`src/rtl/adc_sample_reader.sv`:
```
// adc_sample_reader: drives a 3-wire serial ADC and hands each sample to the consumer over valid/ready.
// Define ADC_AVG_EN to run four back-to-back conversions per request and output their truncated average.
module adc_sample_reader #(
    parameter int DATA_W      = 16,
    parameter int CLK_DIV     = 4,
    parameter int CONV_CYCLES = 8
) (
    input  logic              clk,
    input  logic              reset,
    input  logic              start,
    output logic              busy,
    output logic              adc_cs_n,
    output logic              adc_sclk,
    input  logic              adc_sdo,
    output logic [DATA_W-1:0] adc_data,
    output logic              data_valid,
    input  logic              data_ready
);

    localparam int DIV_W  = (CLK_DIV > 1) ? $clog2(CLK_DIV) : 1;
    localparam int CONV_W = (CONV_CYCLES > 1) ? $clog2(CONV_CYCLES) : 1;
    localparam int BIT_W  = (DATA_W > 1) ? $clog2(DATA_W) : 1;

    localparam logic [DIV_W-1:0]  DIV_LAST  = DIV_W'(CLK_DIV - 1);
    localparam logic [CONV_W-1:0] CONV_LAST = CONV_W'(CONV_CYCLES - 1);
    localparam logic [BIT_W-1:0]  BIT_FIRST = BIT_W'(DATA_W - 1);

`ifdef ADC_AVG_EN
    typedef enum logic [2:0] {IDLE, CONVERT, SHIFT, DONE, GAP} state_t;
`else
    typedef enum logic [1:0] {IDLE, CONVERT, SHIFT, DONE} state_t;
`endif

    state_t            state;
    logic [DIV_W-1:0]  div_cnt;
    logic [CONV_W-1:0] conv_cnt;
    logic [BIT_W-1:0]  bit_cnt;
    logic [DATA_W-1:0] shift_reg;

`ifdef ADC_AVG_EN
    logic [1:0]        conv_idx;
    logic [DATA_W+1:0] acc;
    logic [DATA_W+1:0] acc_sum;

    // The final sample is complete in shift_reg by the end of the last high phase.
    assign acc_sum = acc + {2'b00, shift_reg};
`endif

    always_ff @(posedge clk) begin
        // NOTE: control and datapath registers are all cleared here so a reset mid-frame leaves no stale partial sample behind.
        if (reset) begin
            state      <= IDLE;
            busy       <= 1'b0;
            adc_cs_n   <= 1'b1;
            adc_sclk   <= 1'b0;
            adc_data   <= '0;
            data_valid <= 1'b0;
            div_cnt    <= '0;
            conv_cnt   <= '0;
            bit_cnt    <= '0;
            shift_reg  <= '0;
`ifdef ADC_AVG_EN
            conv_idx   <= '0;
            acc        <= '0;
`endif
        end else begin
            // NOTE: non-blocking assignments throughout, so every branch reads the previous-cycle register values.
            unique case (state)
                IDLE: begin
                    if (start) begin
                        state    <= CONVERT;
                        busy     <= 1'b1;
                        adc_cs_n <= 1'b0;
                        conv_cnt <= '0;
`ifdef ADC_AVG_EN
                        conv_idx <= '0;
                        acc      <= '0;
`endif
                    end
                end

                CONVERT: begin
                    if (conv_cnt == CONV_LAST) begin
                        state   <= SHIFT;
                        div_cnt <= '0;
                        bit_cnt <= BIT_FIRST;
                    end else begin
                        conv_cnt <= conv_cnt + CONV_W'(1);
                    end
                end

                SHIFT: begin
                    if (div_cnt != DIV_LAST) begin
                        div_cnt <= div_cnt + DIV_W'(1);
                    end else begin
                        div_cnt <= '0;
                        if (!adc_sclk) begin
                            // Data is sampled on the same clk edge that raises sclk.
                            adc_sclk  <= 1'b1;
                            shift_reg <= {shift_reg[DATA_W-2:0], adc_sdo};
                        end else begin
                            adc_sclk <= 1'b0;
                            if (bit_cnt != '0) begin
                                bit_cnt <= bit_cnt - BIT_W'(1);
                            end else begin
                                adc_cs_n <= 1'b1;
`ifdef ADC_AVG_EN
                                acc <= acc_sum;
                                if (conv_idx == 2'd3) begin
                                    adc_data   <= acc_sum[DATA_W+1:2];
                                    data_valid <= 1'b1;
                                    state      <= DONE;
                                end else begin
                                    conv_idx <= conv_idx + 2'd1;
                                    state    <= GAP;
                                end
`else
                                adc_data   <= shift_reg;
                                data_valid <= 1'b1;
                                state      <= DONE;
`endif
                            end
                        end
                    end
                end

`ifdef ADC_AVG_EN
                GAP: begin
                    adc_cs_n <= 1'b0;
                    conv_cnt <= '0;
                    state    <= CONVERT;
                end
`endif

                DONE: begin
                    if (data_ready) begin
                        state      <= IDLE;
                        data_valid <= 1'b0;
                        busy       <= 1'b0;
                    end
                end

                default: begin
                    state <= IDLE;
                end
            endcase
        end
    end

endmodule

```
`config.mk`:
```
export PLATFORM = sky130hd
export DESIGN_NAME = adc_sample_reader
export DESIGN_NICKNAME = d
export VERILOG_FILES = /design/src/rtl/adc_sample_reader.sv
export SDC_FILE = /design/constraint.sdc
export NUM_CORES = 1
export LEC_CHECK = 0
export ABC_AREA = 1
export CAP_MARGIN = 40
export CORE_MARGIN = 8
export CORE_UTILIZATION = 45
export DETAILED_ROUTE_END_ITERATION = 8
export PLACE_DENSITY = 0.69
export SLEW_MARGIN = 25
export SYNTH_ARGS = -nofsm -noshare
export SYNTH_HDL_FRONTEND = slang
export SYNTH_SLANG_ARGS = --single-unit
```
`constraint.sdc`:
```
create_clock -name clk -period 1.5 [get_ports clk]
set_clock_uncertainty 0.2 [all_clocks]
set_input_delay 0.225 -clock clk [delete_from_list [all_inputs] [get_ports clk]]
set_output_delay 0.225 -clock clk [all_outputs]
set_load 0.01 [all_outputs]
```
==> metrics.md <==
| Metric | Value |
|---|---|
| Layout net count | roughly 340 |
| Failing checks | negative setup slack |
| Maximum root-to-sink buffer count | 2 |
| Core region area | 4320 µm² |
| Worst skew pair latency | 300 ps |
| Seq cells post-synth | 47 |
| Met1 WL | approximately 2100 µm |
| I/O pin count | 25 |
| Design Area, Final | 2910 µm² |
| Top cell type's share of synthesized area | a little under half |
| Fin crit share | 106% |
| Max rail drop VDD | between 0.9 and 1 mV |
| Final core occ | 67.4% |
| Yosys warns | 0 |
| CTS tree | yes |
| Fin. max-slew vios | 0 |
| Worst R2R Setup Slack | -90 ps |
| Global-route wire length before repair | 7840 µm |
| DRC violations left | 0 |
| DR WL met2 | 2490 µm |
| Most common cell after layout, fill and taps aside | nor2_1 |
| Post-route ant nets | 0 |
| Final TNS setup | -833 ps |
| Aggregate global-route resource usage | 13.4% |
| WHS Path Cells | 2 |
| Crit path kind | reg -> reg |
| R2R cell count | 8 |
| HP Class | reg -> reg |
| Kind of end point of the critical path | register |
| Total number of vias | roughly 1.9k |
| Chip width | 82.8 µm |
| Least-Margin Pin Slew | 252 ps |
| Num rows | 24 |
| Hold_buf cts | 0 |
| GRT Residual Overflow | 0 |
| Syn_nets | 281 |
| Cell area power density | 1670 nW/µm² |
| RSZ-0062 raised after global routing | yes |
| Maxcap violations | 0 |
| Leakage power | 1.26 nW |
| Tot Pwr | ~5 mW |
| Final min period | 1590 ps |
| Relative slew margins | 83.1% |
| Data required time of the worst path | approximately 1500 ps |
| Cts bufs inserted | 5 |
| Final hold vios | 0 |
| Starting DRT DRC Count | 112 |
| WL per Instance | 13.2 µm |
| Met3 WL | 226 µm |
| Final WL | 4950 µm |
| Synth-to-Final Area Change | 45.0% |
| Dpl cells | between 300 and 400 |
| Total clock sinks | 47 |
| DP HPWL | 2960 µm |
| Final setup viols | 25 |
| Worst-path clk slew | 90 ps |
| Largest net degree at the start of global routing | 37 |
| Share of cells above drive strength 1 | 28.3% |
| Top Layer Used | met4 |
| IO Port Bufs | 24 |
| Mean Syn Cell Area | 7.53 µm² |
| Synthesized area | approximately 2000 µm² |
| Dpl cell area | about 2500 µm² |
| H-tree levels | 2 |
| Max FO, Critical Path | 4 |
| Die area | 6860 µm² |
| Critical Path AT | 1590 ps |
| Initial antenna violation count | 0 |
| Initial core utilization | 46.5% |
| Synth cell types | 22 |
| Via/cell ratio | just under 5 |
| Die height | 82.8 µm |
| First-pass iteration count of the detailed router | 4 |
| Ranking of synthesized cells by area | dfxtp_1, nor2_1, o21ai_0 |
| Syn Inst Count | approximately 270 |
| Antenna fix cells | 0 |
| Area leader, netlist | dfxtp_1 |
| Startpoint types | register |
| Final Wtd Congestion | about 0.82 |
| Status | finished, violations left |
| Fraction of the yosys area taken by sequential cells | 46.8% |
| F_max | 630 MHz |
| Final WS setup | -86.2 ps |
| Root Driver | clkbuf_8 |
| Most frequent cells in the layout | nor2_1, dfxtp_1, nand2_1, buf_4, dlygate4sd2_1 |
| Vias in the first global route | roughly 1.7k |
| Non-Filler Instances | 374 |
-- cell usage after synthesis, drive strengths merged --
library cell and count:
nand3 13, nand2 37, o21bai 1, inv 20
o21ai 36, nand4 4, dfxtp 47, nand3b 1
clkbuf 5, clkinv 1, buf 4, nor3 2
ha 9, a21oi 12, nor2 75
-- worst max-delay path, stage by stage (launching register included) --
cell,delay (ps)
dfxtp_2,340
ha_4,160
ha_4,150
inv_2,70
nand2_4,80
o21ai_1,160
nor3_1,90
a21oi_1,180
nor2_1,60
-- cells by family after synthesis --
group / count (synthesis) / share of synthesized area (%)
buf+inv: 30 / 7.35
compound gates: 49 / 12.3
simple gates: 132 / 27.9
flops: 47 / 46.8
fa+ha+maj: 9 / 5.60
-- final timing paths --
check,start,endpoint
min reg2reg,adc_cs_n,adc_cs_n
min,adc_cs_n,adc_cs_n
max reg2reg,conv_cnt[0],div_cnt[0]
max,conv_cnt[0],div_cnt[0]
-- where the power goes --
group	switching [mW]	internal (mW)
Combinational	1.29	1.10
Sequential	0.120	1.38
Clock	0.461	0.506
-- per-layer routing --
layer | GRT usage [%] | vias to the layer above
met3 | 3.91 | 15
li1 | - | 970
met1 | 14.9 | 832
met5 | 0 | -
met4 | 5.91 | 0
met2 | 23.1 | 42
-- area by class of cell --
class	count	area (µm²)
Tap cell	52	65.1
Inverter	21	104
Multi-Input combinational cell	190	1170
Sequential cell	47	951
Fill cell	357	1410
Clock buffer	5	68.8
Timing Repair Buffer	56	507
Clock inverter	3	47.5
-- what timing repair did --
action / 4_1_cts / 5_1_grt
setup endpoints to repair: 66 / 46
setup buffers: 3 / 2
gates resized for setup: 66 / 32
cloned: 0 / 0
pin swaps: 10 / 15
-- per-stage QoR --
| step | setup slack (ps) | hold slack, ps |
|---|---|---|
| global route | -176 | 295 |
| global placement | -157 | 251 |
| detailed placement | -178 | 248 |
| finish | -86.2 | 260 |
| CTS | -54.7 | 269 |
| floorplan | -76.7 | 104 |
No activity file was read; power rests on OpenSTA's default activity.
